`config.mk`:
```
export PLATFORM = sky130hd
export DESIGN_NAME = uarttx_flat
export DESIGN_NICKNAME = d
export VERILOG_FILES = /design/src/rtl/uarttx_if.sv /design/src/rtl/uarttx.sv /design/src/flat_wrapper.sv
export SDC_FILE = /design/constraint.sdc
export NUM_CORES = 1
export LEC_CHECK = 0
export CAP_MARGIN = 20
export CORE_MARGIN = 2
export CORE_UTILIZATION = 40
export DETAILED_ROUTE_END_ITERATION = 8
export SLEW_MARGIN = 20
export SYNTH_ARGS = -nofsm -noshare
export SYNTH_HDL_FRONTEND = slang
export SYNTH_SLANG_ARGS = --single-unit
```
`constraint.sdc`:
```
create_clock -name clk -period 2.6 [get_ports clk]
set_clock_uncertainty 0.05 [all_clocks]
set_input_delay 0.52 -clock clk [delete_from_list [all_inputs] [get_ports clk]]
set_output_delay 0.52 -clock clk [all_outputs]
set_load 0.02 [all_outputs]
```
`src/rtl/uarttx_if.sv`:
```
// Producer-side handshake for uarttx: a byte on data is taken at an edge where req && ready.
interface uarttx_if;
    logic [7:0] data;
    logic       req;
    logic       ready;

    modport master (output data, output req, input ready);
    modport slave  (input data, input req, output ready);
endinterface

```
`src/rtl/uarttx.sv`:
```
// UART 8N1 transmitter with a one-word holding register for gapless back-to-back frames.
// Define UARTTX_PARITY_EN to insert an even-parity bit between data and stop.
module uarttx #(
    parameter int div = 234
) (
    input  logic     clk,
    input  logic     rst,
    uarttx_if.slave  bus,
    output logic     txd,
    output logic     busy,
    output logic     done
);
    localparam int CW = $clog2(div);

`ifdef UARTTX_PARITY_EN
    typedef enum logic [2:0] {IDLE, START, DATA, PARITY, STOP} state_t;
`else
    typedef enum logic [2:0] {IDLE, START, DATA, STOP} state_t;
`endif

    state_t        state, state_n;
    logic [CW-1:0] cnt, cnt_n;
    logic [2:0]    idx, idx_n;
    logic [7:0]    shift, shift_n;
    logic [7:0]    hold, hold_n;
    logic          full, full_n;
    logic          txd_q, txd_n;
    logic          done_q, done_n;
    logic          ready_q;
    logic          tick;
    logic          load;
`ifdef UARTTX_PARITY_EN
    logic          par, par_n;
`endif

    assign tick      = (cnt == CW'(div - 1));
    assign txd       = txd_q;
    assign done      = done_q;
    assign busy      = (state != IDLE) || full;
    assign bus.ready = ready_q;

    always_comb begin
        state_n = state;
        cnt_n   = cnt;
        idx_n   = idx;
        shift_n = shift;
        hold_n  = hold;
        full_n  = full;
        txd_n   = txd_q;
        done_n  = 1'b0;
        load    = 1'b0;
`ifdef UARTTX_PARITY_EN
        par_n   = par;
`endif
        if (state != IDLE)
            cnt_n = tick ? '0 : cnt + 1'b1;

        case (state)
            IDLE:  if (full) load = 1'b1;
            START: if (tick) begin
                state_n = DATA;
                idx_n   = 3'd0;
                txd_n   = shift[0];
            end
            DATA:  if (tick) begin
                if (idx == 3'd7) begin
`ifdef UARTTX_PARITY_EN
                    state_n = PARITY;
                    txd_n   = par;
`else
                    state_n = STOP;
                    txd_n   = 1'b1;
`endif
                end else begin
                    shift_n = {1'b0, shift[7:1]};
                    txd_n   = shift[1];
                    idx_n   = idx + 3'd1;
                end
            end
`ifdef UARTTX_PARITY_EN
            PARITY: if (tick) begin
                state_n = STOP;
                txd_n   = 1'b1;
            end
`endif
            STOP:  if (tick) begin
                done_n = 1'b1;
                // A waiting word starts its start bit at this same edge: no idle gap.
                if (full) begin
                    load = 1'b1;
                end else begin
                    state_n = IDLE;
                    txd_n   = 1'b1;
                end
            end
            default: state_n = IDLE;
        endcase

        if (load) begin
            shift_n = hold;
            full_n  = 1'b0;
            state_n = START;
            txd_n   = 1'b0;
            cnt_n   = '0;
            idx_n   = 3'd0;
`ifdef UARTTX_PARITY_EN
            par_n   = ^hold;
`endif
        end

        // ready is low whenever full, so this never collides with a load.
        if (bus.req && ready_q) begin
            hold_n = bus.data;
            full_n = 1'b1;
        end
    end

    always_ff @(posedge clk) begin
        if (!rst) begin
            state   <= IDLE;
            cnt     <= '0;
            idx     <= 3'd0;
            shift   <= 8'd0;
            hold    <= 8'd0;
            full    <= 1'b0;
            txd_q   <= 1'b1;
            done_q  <= 1'b0;
            ready_q <= 1'b0;
`ifdef UARTTX_PARITY_EN
            par     <= 1'b0;
`endif
        end else begin
            state   <= state_n;
            cnt     <= cnt_n;
            idx     <= idx_n;
            shift   <= shift_n;
            hold    <= hold_n;
            full    <= full_n;
            txd_q   <= txd_n;
            done_q  <= done_n;
            ready_q <= !full_n;
`ifdef UARTTX_PARITY_EN
            par     <= par_n;
`endif
        end
    end
endmodule

```
`src/flat_wrapper.sv`:
```
// flat-port wrapper written by rule: the top's interface ports become plain ports
module uarttx_flat 
#(
    parameter int div = 234
)
  (clk, rst, txd, busy, done, bus_data, bus_req, bus_ready);
  uarttx_if bus_i ();
  input  logic clk;
  input  logic rst;
  output logic txd;
  output logic busy;
  output logic done;
  input wire logic [$bits(bus_i.data)-1:0] bus_data;
  input wire logic [$bits(bus_i.req)-1:0] bus_req;
  output wire logic [$bits(bus_i.ready)-1:0] bus_ready;
  assign bus_i.data = bus_data;
  assign bus_i.req = bus_req;
  assign bus_ready = bus_i.ready;
  uarttx #(.div(div)) u_core (.clk(clk), .rst(rst), .bus(bus_i), .txd(txd), .busy(busy), .done(done));
endmodule
```
# [Yosys cells after proc, flatten, opt, wreduce, memory -nomap -nowiden]
# Index checks and enable logic that the tools add are counted.
[word_totals] latchBits=0 ramBits=0 romBits=0 in_bits=11 ff_bits=34 word_cells=77 memories=0 output_inout_bits=4
[classes] bitwise=2 magnitude_cmp=0 div_mod_pow=0 reduce_logical=16 mux=29 n_shift=0 n_eq_ne=18 mul=0 addsub=2
[ops] operator="$mux 8" n=5
[ops] operator="$mux 3" n=8
[ops] operator="$mux 1" n=12
[ops] operator="$ne 2x1->1 const B" n=6
[ops] operator="$ne 3x1->1 const B" n=4
[ops] operator="$pmux 3 s4" n=1
[ops] operator="$reduce_and 6->1" n=2
[ops] operator="$add 8x1->8 const B" n=1
[ops] operator="$eq 8x8->1 const B" n=1
[ops] operator="$eq 3x2->1 const B" n=2
[ops] operator="$pmux 3 s2" n=1
[ops] operator="$reduce_bool 2->1" n=3
[ops] operator="$reduce_and 5->1" n=1
[ops] operator="$ne 2x2->1 const B" n=2
[ops] operator="$reduce_and 4->1" n=1
[ops] operator="$reduce_bool 4->1" n=1
[ops] operator="$add 3x1->3 const B" n=1
[ops] operator="$eq 3x1->1 const B" n=1
[ops] operator="$eq 3x3->1 const B" n=1
[ops] operator="$logic_not 3->1" n=1
[ops] operator="$ne 3x3->1 const B" n=1
[ops] operator="$pmux 1 s3" n=1
[ops] operator="$reduce_and 3->1" n=1
[ops] operator="$reduce_bool 3->1" n=1
[ops] operator="other kinds (7)" n=8

# [Depth between registers and ports, before layout]
# Gate-level depths: netlist of run 1.
[logic_depth] depth_word=6 depth_mapped=9 ltp_nobuf=7

# [Worst setup path before layout of run 1]
# Ideal clock, no wire load.
[synth_path] path_kind="reg2reg" start="reg u_core.state[0]" end="reg u_core.state[1]" arrival_ns=1.747 required_ns=2.418 path_slack_ns=0.670 synth_period_minus_slack_ns=1.930 stages_incl_launch_ff=10 setup_time_ns=0.132 path_buffers=2 path_cell_list="dfxtp_1 inv_1 ha_1 clkbuf_1 nor2b_1 buf_2 o32a_1 nor3_1 or3_1 a21oi_1"
[synth_between] elab_chain_len=3 elab_cells_between_ends=14 cone_classes="eq/ne: 8; mux: 2; bitwise: 1; reduce/logical: 3"
[synth_rtl] item="start: declaration" line_no="uarttx.sv:21" text="state_t state, state_n;"
[synth_rtl] item="start signal: assignment" line_no="uarttx.sv:133" text="state <= state_n;"
[synth_rtl] item="$eq 3x2->1 (tied with other cells)" line_no="uarttx.sv:58" text="case (state)"
[synth_rtl] item="$ne 2x2->1 (no source line) (tied with other cells)"
[synth_rtl] item="$reduce_and 6->1 (no source line) / $reduce_or 2->1 (equally long branches)"
# Parallel ways exist; a longest one is shown, timed or not.
# A chain may end at the register's enable or synchronous reset.

# [Worst setup path after layout of run 1]
[layout_path] start="reg u_core.state[0]" end="out busy"
[layout_between] elab_chain_len=2
[layout_rtl] item="$reduce_bool 3->1" line_no="uarttx.sv:39" text="assign busy = (state != IDLE) || full;"
[layout_rtl] item="$logic_or 1x1->1" line_no="uarttx.sv:39"
[layout_rtl] item="end: declaration" line_no="flat_wrapper.sv:11" text="output logic busy;"
# No other way between the ends.

==> reports/metrics.yaml, run 1 <==
final_layout:
  final_nets: 224
  multi_input_area_um2: 857
  drive_gt1_share_pct: 8.33
  seqCellArea_um2: 661
  stdcell_area_mm2: 0.00186
  syn2layout_area_growth_pct: 17.1
  insertedDiodeCount: 0
  final_common_cell: "dfxtp_1"
  final_cell_mix: "dfxtp_1 (33), nand2_1 (29), nor2_1 (25)"
  fin_cells: 252
  num-fill-cells: 376
placement:
  dp_hpwl_um: 2520
  dp_cells: 244
  place_area_mm2: 0.00177
  numPortBuffers: 14
  routabilityCongestion: 0.842
floorplanning:
  start_util_pct: 42.4
  dieWidth_um: 67.0
  num_rows: 22
  die_y_um: 67.0
  core_region_area_mm2: 0.00374
  io_pins: 15
  die-area_mm2: 0.00449
synthesis:
  syn_inst: 186
  ys_ff_latch: 33
  postSynthAreaPerCell_um2: 8.54
  netlist_area_mm2: 0.00159
  yosys_warnings: 0
  ys_types: 38
  yosysSeqAreaShare_pct: 41.6
  synth_fp_nets: 207
critical_path:
  rr_worst_depth: 7
  slowest_delay_ps: 610
  crit_chain: "inv_1 -> ha_1 -> nand2b_1 -> clkdlybuf4s50_1"
  critical_path.max_fanout: 10
  crit_type: "register to output pin"
  r2r-end: "u_core.state[1]$_SDFFE_PP0P_"
  critPathSlowestCell: "clkdlybuf4s50_1"
  r2r-start: "u_core.state[0]$_SDFFE_PN0P_"
  reg2reg_slack_ps: 390
  critPathLaunchType: "register"
  endpoint_kind: "output pin"
  cp.required_ps: 2030
  crit_end: "busy"
  startpoint: "u_core.state[0]$_SDFFE_PN0P_"
  arrival_ps: 1930
clocking:
  post_cts_resized: 0
  cts_setup_buffers: 0
  insertion_delay_ps: 280
  numCtsBuffers: 5
  path_clk_slew_ps: 70
  cts.sinks: 33
  root_buffer: "clkbuf_8"
  holdBufCountCts: 0
  cts_tree: "yes"
  htree_num_levels: 2
  clock_path_buffers: 2
timing:
  fmax_mhz: 400
  maxSlewHeadroom_pct: 59.8
  final-hold-violation-count: 0
  period_needed_ps: 2500
  rsz0062_at_grt: "false"
  post-route-period-util_pct: 96.1
  slew_viol_final: 0
  tightest_slew_ps: 603
  setup_violations: 0
  fin_tns_setup_ps: 0
drt:
  vias: 1347
  drt_wl_total_um: 3480
  drc: 0
  drt-initial-drc-count: 51
  drt_pass1_iterations: 4
  viasPerCell: 5.35
  ant_nets: 0
  post_drt_wl_per_cell_um: 13.8
power:
  power_mw: 1.42
  ir_worst_vdd_v: 0.000348
  powerDensity_mw_per_mm2: 761
  p_leak_nw: 0.713
grt:
  antenna_found_initial: 0
  grt_max_degree: 13
  grt_pass1_wl_um: 5780
  grt_usage_pct: 17.2
  gr-total-overflow: 0
  grt_pass1_vias: 1305
run:
  drv_cap: 0
worst_hold_path:
  min_path_type: "register to register"
status:
  outcome: "complete, no violations"
## cells in the mapped netlist (all sizes together)
cell / number / share of area, %
a21oi: 13 / 4.1
nor2: 25 / 5.9
ha: 10 / 7.9
dfxtp: 33 / 42
clkinv: 1 / 0.24
a21o: 1 / 0.47
nor2b: 2 / 0.79
a22oi: 4 / 1.9
xor2: 2 / 1.1
a311oi: 7 / 4.3
nand2b: 1 / 0.39
o311ai: 1 / 1.0
mux2i: 1 / 0.63
clkbuf: 4 / 0.94
a22o: 2 / 1.1
or3b: 1 / 0.55
and3: 5 / 2.0
nand2: 29 / 6.9
a31oi: 1 / 0.39
mux2: 1 / 0.71
nand4: 1 / 0.39
inv: 4 / 0.94
o31a: 2 / 1.1
xnor2: 5 / 2.8
and2: 2 / 0.79
or3: 2 / 0.79
o32a: 1 / 0.63
and4b: 1 / 0.63
o21a: 1 / 0.47
nand3b: 2 / 0.94
buf: 5 / 2.4
o21ai: 4 / 1.5
nand3: 9 / 2.8
a211oi: 1 / 0.47
nor3: 2 / 0.63
## critical path, delay by kind of cell (launching register included)
kind / cells / cell delay [ps]
buf+inv: 2 / 730
flops: 1 / 420
fa+ha+maj: 1 / 340
simple gates: 1 / 150
## power by group
group	total, mW	switching (mW)	internal [mW]
logic	0.426	0.238	0.189
clock network	0.383	0.198	0.185
registers	0.606	0.0452	0.561
total	1.42	0.481	0.934
## through the flow
step | util [%] | setup slack, ps | hold slack, ps
2_1_floorplan | - | 670 | 382
3_5_place_dp | 47.4 | 427 | 411
3_3_place_gp | 47.4 | 500 | 405
6_report | 49.7 | 102 | 424
5_1_grt | 49.7 | 13.7 | 446
4_1_cts | 49.7 | 95.0 | 422
## worst min path at each step
| stage | from | endpoint | slack (ps) | cells past startpoint |
|---|---|---|---|---|
| finish | u_core.hold[6]$_SDFFE_PN0P_ | u_core.hold[6]$_SDFFE_PN0P_ | 420 | 2 |
| detailed placement | u_core.hold[6]$_SDFFE_PN0P_ | u_core.hold[6]$_SDFFE_PN0P_ | 410 | 2 |
| global placement | u_core.hold[3]$_SDFFE_PN0P_ | u_core.hold[3]$_SDFFE_PN0P_ | 400 | 2 |
| CTS | u_core.hold[6]$_SDFFE_PN0P_ | u_core.hold[6]$_SDFFE_PN0P_ | 420 | 2 |
| global route | u_core.hold[3]$_SDFFE_PN0P_ | u_core.hold[3]$_SDFFE_PN0P_ | 450 | 2 |
| floorplan | u_core.hold[7]$_SDFFE_PN0P_ | u_core.shift[7]$_SDFFE_PN0P_ | 380 | 2 |
## metal layers
| layer | GRT usage (%) | share of wire [%] | vias to the layer above |
|---|---|---|---|
| li1 | - | - | 679 |
| met1 | 21.0 | 46 | 633 |
| met2 | 29.2 | 49 | 29 |
| met3 | 3.55 | 3.5 | 6 |
| met4 | 7.14 | 1.5 | 0 |
| met5 | 0 | 0 | - |
## cells by family (layout without fill, tap and decap cells)
logic type               after synthesis  in the layout  synth area share, %
AND/OR/NAND/NOR                       82             82                 23.5
AO/OA/AOI/OAI                         38             38                 17.4
flip-flops                            33             33                 41.6
buffers and inverters                 14             32                 4.49
adder cells (fa/ha/maj)               10             10                 7.87
XOR/XNOR                               7              7                 3.86
multiplexers                           2              2                 1.34
## registers in the layout, summed over array words and instances (netlist names)
| signal | flops |
|---|---|
| u_core.cnt | 8 |
| u_core.done | 1 |
| u_core.txd | 1 |
| u_core.hold | 8 |
| u_core.idx | 3 |
| u_core.state | 2 |
| u_core.shift | 8 |
| u_core.bus.ready | 1 |
| u_core.full | 1 |
## layout make-up
cell class | instances | area share (%)
multi-input cells | 139 | 46.1
flip-flops and latches | 33 | 35.5
repair buffers | 19 | 9.55
clock buffers | 5 | 3.70
well taps | 48 | 3.23
inverters | 5 | 1.01
clock inverters | 3 | 0.941
No activity file was read; power rests on OpenSTA's default activity.
==> run 2, diff against run 1 <==
RECOVER_POWER = 25   (was not set)
==> reports/metrics.yaml, run 2 (synthesis results as in run 1) <==
status:
  outcome: "complete, no violations"  # unchanged
critical_path:
  crit_type: "register to output pin"  # unchanged
  critical_path.max_fanout: 10  # unchanged
  rr_worst_depth: 7  # unchanged
  critPathLaunchType: "register"  # unchanged
  arrival_ps: 1930  # about the same
  reg2reg_slack_ps: 390  # about the same
  r2r-end: "u_core.state[1]$_SDFFE_PP0P_"  # unchanged
  endpoint_kind: "output pin"  # unchanged
  cp.required_ps: 2030  # about the same
  r2r-start: "u_core.state[0]$_SDFFE_PN0P_"  # unchanged
worst_hold_path:
  min_path_type: "register to register"  # unchanged
  min_to: "u_core.hold[6]$_SDFFE_PN0P_"  # unchanged
  hold_path_startpoint: "u_core.hold[6]$_SDFFE_PN0P_"  # unchanged
  hold_depth: 2  # unchanged
clocking:
  post_cts_resized: 0  # unchanged
  insertion_delay_ps: 280  # about the same
  root_buffer: "clkbuf_8"  # unchanged
  holdBufCountCts: 0  # unchanged
  htree_num_levels: 2  # unchanged
  cts_tree: "yes"  # unchanged
  path_clk_slew_ps: 70  # about the same
  cts.sinks: 33  # unchanged
  numCtsBuffers: 5  # unchanged
  cts_setup_buffers: 0  # unchanged
  clock_path_buffers: 2  # unchanged
timing:
  whs_ps: 424  # about the same
  tightest_slew_ps: 603  # unchanged
  setup_violations: 0  # unchanged
  maxSlewHeadroom_pct: 59.8  # unchanged
  post-route-period-util_pct: 96.1  # about the same
  slew_viol_final: 0  # unchanged
  layout_setup_ws_ps: 102  # about the same
  fin_tns_setup_ps: 0  # unchanged
  rsz0062_at_grt: "false"  # unchanged
  fmax_mhz: 400  # about the same
  final-hold-violation-count: 0  # unchanged
  period_needed_ps: 2500  # about the same
floorplanning:
  die-area_mm2: 0.00449  # unchanged
  io_pins: 15  # unchanged
  start_util_pct: 42.4  # unchanged
  num_rows: 22  # unchanged
  die_y_um: 67.0  # unchanged
  core_region_area_mm2: 0.00374  # unchanged
  dieWidth_um: 67.0  # unchanged
final_layout:
  final_cell_mix: "dfxtp_1 (33), nand2_1 (29), nor2_1 (25)"  # unchanged
  insertedDiodeCount: 0  # unchanged
  fin_cells: 252  # unchanged
  final_nets: 224  # unchanged
  reg_top3: "u_core.cnt x8, u_core.hold x8, u_core.shift x8"  # unchanged
  stdcell_area_mm2: 0.00186  # about the same
  final_common_cell: "dfxtp_1"  # unchanged
  syn2layout_area_growth_pct: 16.9  # was 17.1%
  drive_gt1_share_pct: 7.84  # was 8.33%
grt:
  use_met2_pct: 29.2  # unchanged
  grt_usage_pct: 17.2  # unchanged
  gr-total-overflow: 0  # unchanged
  top_usage_layer: "met2"  # unchanged
  grt_pass1_vias: 1305  # unchanged
  antenna_found_initial: 0  # unchanged
  grt_max_degree: 13  # unchanged
  met3_usage_pct: 3.55  # unchanged
  grtUsageMet1_pct: 21.0  # unchanged
  grt_pass1_wl_um: 5780  # unchanged
drt:
  ant_nets: 0  # unchanged
  drc: 0  # unchanged
  drt_wl_total_um: 3460  # was 3480 µm
  vias: 1350  # was 1347
  post_drt_wl_per_cell_um: 13.7  # was 13.8 µm
  drt-initial-drc-count: 45  # was 51
  drt_pass1_iterations: 4  # unchanged
  viasPerCell: 5.36  # was 5.35
power:
  ir_worst_vdd_v: 0.000348  # about the same
  p_leak_nw: 0.710  # was 0.713 nW
  switching_share_pct: 34.0  # about the same
  powerDensity_mw_per_mm2: 761  # about the same
  seqPwrFrac_pct: 42.9  # was 42.8%
  p_clk_share_pct: 27.1  # was 27.0%
  power.internal_mw: 0.933  # was 0.934 mW
  comb_power_share_pct: 30.1  # about the same
  p_sw_mw: 0.481  # about the same
placement:
  pre_cts_slack_ps: 427  # unchanged
  dp_hpwl_um: 2520  # unchanged
  numPortBuffers: 14  # unchanged
  place_area_mm2: 0.00177  # unchanged
  dp_cells: 244  # unchanged
  routabilityCongestion: 0.842  # unchanged
run:
  drv_cap: 0  # unchanged
## run 2: cell types whose count changed in the layout (fill, tap and decap cells not counted)
cell             delta
clkbuf_1            +1
dlygate4sd3_1       +1
clkdlybuf4s50_1     -1
buf_4               -1
## run 2: worst max path at each step
| stage | start | to | slack, ps | cells after the start |
|---|---|---|---|---|
| detailed placement | u_core.state[0]$_SDFFE_PN0P_ | u_core.state[1]$_SDFFE_PP0P_ | 430 | 7 |
| floorplan | u_core.state[0]$_SDFFE_PN0P_ | u_core.state[1]$_SDFFE_PP0P_ | 670 | 9 |
| finish | u_core.state[0]$_SDFFE_PN0P_ | busy | 100 | 4 |
| global placement | u_core.state[0]$_SDFFE_PN0P_ | busy | 500 | 4 |
| global route | u_core.state[0]$_SDFFE_PN0P_ | busy | 10 | 4 |
| CTS | u_core.state[0]$_SDFFE_PN0P_ | busy | 90 | 4 |
## run 2: layout make-up
cell class	instances	area [µm²]
sequential	33	661
clock inverter	3	17.5
clock buffer	5	68.8
tap	48	60.1
timing repair buffer	19	174
multi-input combinational	139	857
fill	378	1890
inverter	5	18.8
## run 2: worst max-delay path: stages (launching register included)
cell,delay (ps)
dfxtp_1,420
inv_1,120
ha_1,340
nand2b_1,150
clkdlybuf4s50_1,610
## run 2: per-layer routing
| layer | vias up | share of wire [%] |
|---|---|---|
| met2 | 28 | 49 |
| met1 | 637 | 46 |
| met5 | - | 0 |
| met3 | 6 | 3.1 |
| li1 | 679 | - |
| met4 | 0 | 1.5 |
## run 2: metrics by stage
stage	utilization [%]	power, mW
after CTS	49.7	1.43
after global placement	47.4	1.01
final	49.6	1.41
after global routing	49.6	1.49
after detailed placement	47.4	1.04
after floorplan	-	0.917
## run 2: power by group through the flow
stage               Clock (mW)  Combinational (mW)  Sequential, mW
floorplan                    0               0.304           0.613
global placement             0               0.402           0.613
detailed placement           0               0.420           0.617
CTS                      0.390               0.430           0.606
global route             0.407               0.467           0.613
finish                   0.383               0.425           0.606
==> run 3, diff against run 2 <==
ABC_AREA = 1   (was not set)
==> reports/metrics.yaml, run 3 <==
drt:
  viasPerCell: 4.89  # was 5.36
  ant_nets: 0  # unchanged
  drt_pass1_iterations: 4  # unchanged
  vias: 1334  # was 1350
  drt_wl_total_um: 3130  # was 3460 µm
  post_drt_wl_per_cell_um: 11.5  # was 13.7 µm
  drt-initial-drc-count: 50  # was 45
  drc: 0  # unchanged
critical_path:
  crit_path_frequent_cell: "inv_1"
  crit_end: "busy"  # unchanged
  critical_path.max_fanout: 5  # was 10
  crit_cells: 6  # was 4
  critPathLaunchType: "register"  # unchanged
  crit_type: "register to output pin"  # unchanged
  cp_top_family: "buffers and inverters"  # unchanged
  r2r-start: "u_core.state[0]$_SDFFE_PN0P_"  # unchanged
  critical_path_buf_inv_count: 4  # was 2
  endpoint_kind: "output pin"  # unchanged
  slowest_delay_ps: 590  # was 610 ps
  arrival_ps: 1870  # was 1930 ps
  cp.required_ps: 2030  # about the same
  rr_worst_depth: 8  # was 7
  crit_chain: "inv_1 -> ha_1 -> inv_1 -> nor2_1 -> inv_1 -> clkdlybuf4s50_1"  # was inv_1 -> ha_1 -> nand2b_1 -> clkdlybuf4s50_1
  critPathSlowestCell: "clkdlybuf4s50_1"  # unchanged
  r2r-end: "u_core.txd$_SDFFE_PN1P_"  # was u_core.state[1]$_SDFFE_PP0P_
  startpoint: "u_core.state[0]$_SDFFE_PN0P_"  # unchanged
  reg2reg_slack_ps: 760  # was 390 ps
synthesis:
  yosys.area.top_type: "dfxtp_1"  # unchanged
  synth_top_area_share_pct: 40.8  # was 41.6%
  async_flop_share_pct: 0  # unchanged
  postSynthAreaPerCell_um2: 7.89  # was 8.54 µm²
  synth_fp_nets: 226  # was 207
  synth_edf_count: 0  # unchanged
  synth.area.top_cells: "dfxtp_1 (41%), nor2_1 (10%), ha_1 (7.7%)"  # was dfxtp_1 (42%), ha_1 (7.9%), nand2_1 (6.9%)
  synth_commonest_cells: "nor2_1 (44), dfxtp_1 (33), nand2_1 (22), nand3_1 (16), inv_1 (13)"  # was dfxtp_1 (33), nand2_1 (29), nor2_1 (25), a21oi_1 (13), ha_1 (10)
  yosysMostFrequentCell: "nor2_1"  # was dfxtp_1
  ys_ff_latch: 33  # unchanged
  ys.flop_type: "dfxtp_1"  # unchanged
  netlist_area_mm2: 0.00162  # was 0.00159 mm²
  yosys_warnings: 0  # unchanged
  ys_types: 31  # was 38
  syn_inst: 205  # was 186
  yosysSeqAreaShare_pct: 40.8  # was 41.6%
clocking:
  post_cts_resized: 0  # unchanged
  cts_setup_buffers: 0  # unchanged
  root_buffer: "clkbuf_8"  # unchanged
  insertion_delay_ps: 280  # about the same
  cts_tree: "yes"  # unchanged
  cts.sinks: 33  # unchanged
  holdBufCountCts: 0  # unchanged
  htree_num_levels: 2  # unchanged
  clock_path_buffers: 2  # unchanged
  path_clk_slew_ps: 70  # about the same
  numCtsBuffers: 5  # unchanged
timing:
  fmax_mhz: 410  # was 400 MHz
  period_needed_ps: 2440  # was 2500 ps
  slew_viol_final: 0  # unchanged
  maxSlewHeadroom_pct: 74.9  # was 59.8%
  setup_violations: 0  # unchanged
  final-hold-violation-count: 0  # unchanged
  tightest_slew_ps: 375  # was 603 ps
  post-route-period-util_pct: 93.9  # was 96.1%
  rsz0062_at_grt: "false"  # unchanged
  fin_tns_setup_ps: 0  # unchanged
final_layout:
  insertedDiodeCount: 0  # unchanged
  drive_gt1_share_pct: 11.2  # was 7.84%
  final_cell_mix: "nor2_1 (44), dfxtp_1 (33), nand2_1 (22)"  # was dfxtp_1 (33), nand2_1 (29), nor2_1 (25)
  syn2layout_area_growth_pct: 16.5  # was 16.9%
  reg_top3: "u_core.cnt x8, u_core.hold x8, u_core.shift x8"  # unchanged
  final_common_cell: "nor2_1"  # was dfxtp_1
  final_nets: 243  # was 224
  num-fill-cells: 398  # was 378
  post-route-util_pct: 47.8  # was 49.6%
grt:
  grt_max_degree: 23  # was 13
  grt_pass1_vias: 1146  # was 1305
  antenna_found_initial: 0  # unchanged
  grt_pass1_wl_um: 5260  # was 5780 µm
  grt_usage_pct: 15.6  # was 17.2%
  gr-total-overflow: 0  # unchanged
floorplanning:
  die-area_mm2: 0.00457  # was 0.00449 mm²
  io_pins: 15  # unchanged
  die_y_um: 67.6  # was 67.0 µm
  start_util_pct: 41.0  # was 42.4%
  core_region_area_mm2: 0.00394  # was 0.00374 mm²
  dieWidth_um: 67.6  # was 67.0 µm
  num_rows: 23  # was 22
worst_hold_path:
  hold_depth: 2  # unchanged
  min_path_type: "register to register"  # unchanged
placement:
  routabilityCongestion: 0.824  # was 0.842
  dp_hpwl_um: 2200  # was 2520 µm
  numPortBuffers: 14  # unchanged
run:
  drv_cap: 0  # unchanged
status:
  outcome: "complete, no violations"  # unchanged
power:
  p_leak_nw: 0.725  # was 0.710 nW
  ir_worst_vdd_v: 0.000389  # was 0.000348 V
  power_mw: 1.32  # was 1.41 mW
  powerDensity_mw_per_mm2: 699  # was 761 mW/mm²
-- run 3: final cells by class --
cell class / count / area (µm²) / area share (%)
clock buffers: 6 / 72.6 / 3.85
clock inverters: 2 / 10.0 / 0.531
inverters: 17 / 66.3 / 3.52
multi-input cells: 149 / 857 / 45.5
flip-flops and latches: 33 / 661 / 35.1
well taps: 50 / 62.6 / 3.32
repair buffers: 16 / 155 / 8.23
-- run 3: how the worst min path moves through the flow --
stage                                 endpoint                        from
finish                 u_core.txd$_SDFFE_PN1P_     u_core.txd$_SDFFE_PN1P_
global route           u_core.txd$_SDFFE_PN1P_     u_core.txd$_SDFFE_PN1P_
CTS                 u_core.idx[1]$_SDFFE_PP0P_  u_core.idx[1]$_SDFFE_PP0P_
detailed placement  u_core.idx[1]$_SDFFE_PP0P_  u_core.idx[1]$_SDFFE_PP0P_
global placement       u_core.txd$_SDFFE_PN1P_     u_core.txd$_SDFFE_PN1P_
floorplan           u_core.idx[1]$_SDFFE_PP0P_  u_core.idx[1]$_SDFFE_PP0P_
-- run 3: through the flow --
| stage | instance area, µm² | worst slack, ps | instances | hold WS, ps |
|---|---|---|---|---|
| 2_1_floorplan | 1620 | 859 | 205 | 393 |
| 3_3_place_gp | 1800 | 474 | 265 | 398 |
| 3_5_place_dp | 1800 | 464 | 265 | 409 |
| 4_1_cts | 1880 | 130 | 273 | 418 |
| 5_1_grt | 1880 | 4.23 | 273 | 444 |
| 6_report | 1880 | 159 | 273 | 412 |
-- run 3: kinds of logic (layout without fill, tap and decap cells) --
logic type                 after synthesis  in the layout  share of synthesized area (%)
xor gates and xnor gates                 5              5                           2.71
and+or+nand+nor                        103            103                           30.0
adders and majority gates               10             10                           7.73
AOI/OAI and AO/OA                       31             31                           12.5
DFF                                     33             33                           40.8
buffers and inverters                   23             41                           6.19
-- run 3: power by group --
part	total [mW]	switching (mW)	internal (mW)	leakage [nW]
sequential	0.577	0.0315	0.546	0.268
clock	0.367	0.182	0.185	0.0450
combinational	0.373	0.224	0.149	0.411
total	1.32	0.437	0.880	0.725
-- run 3: worst register-to-register path: stages (launching register included) --
cell and delay, ps:
dfxtp_1 400, inv_1 100, ha_1 320, nor2_1 190, nand2_4 210, inv_2 230
nor2_1 70, nand3_1 80, nand3_1 70
-- run 3: per-layer routing --
layer | GRT usage (%) | part of all wire [%]
met5 | 0 | 0
met4 | 7.40 | 2.0
met3 | 4.50 | 4.6
met2 | 21.0 | 40
met1 | 22.6 | 54
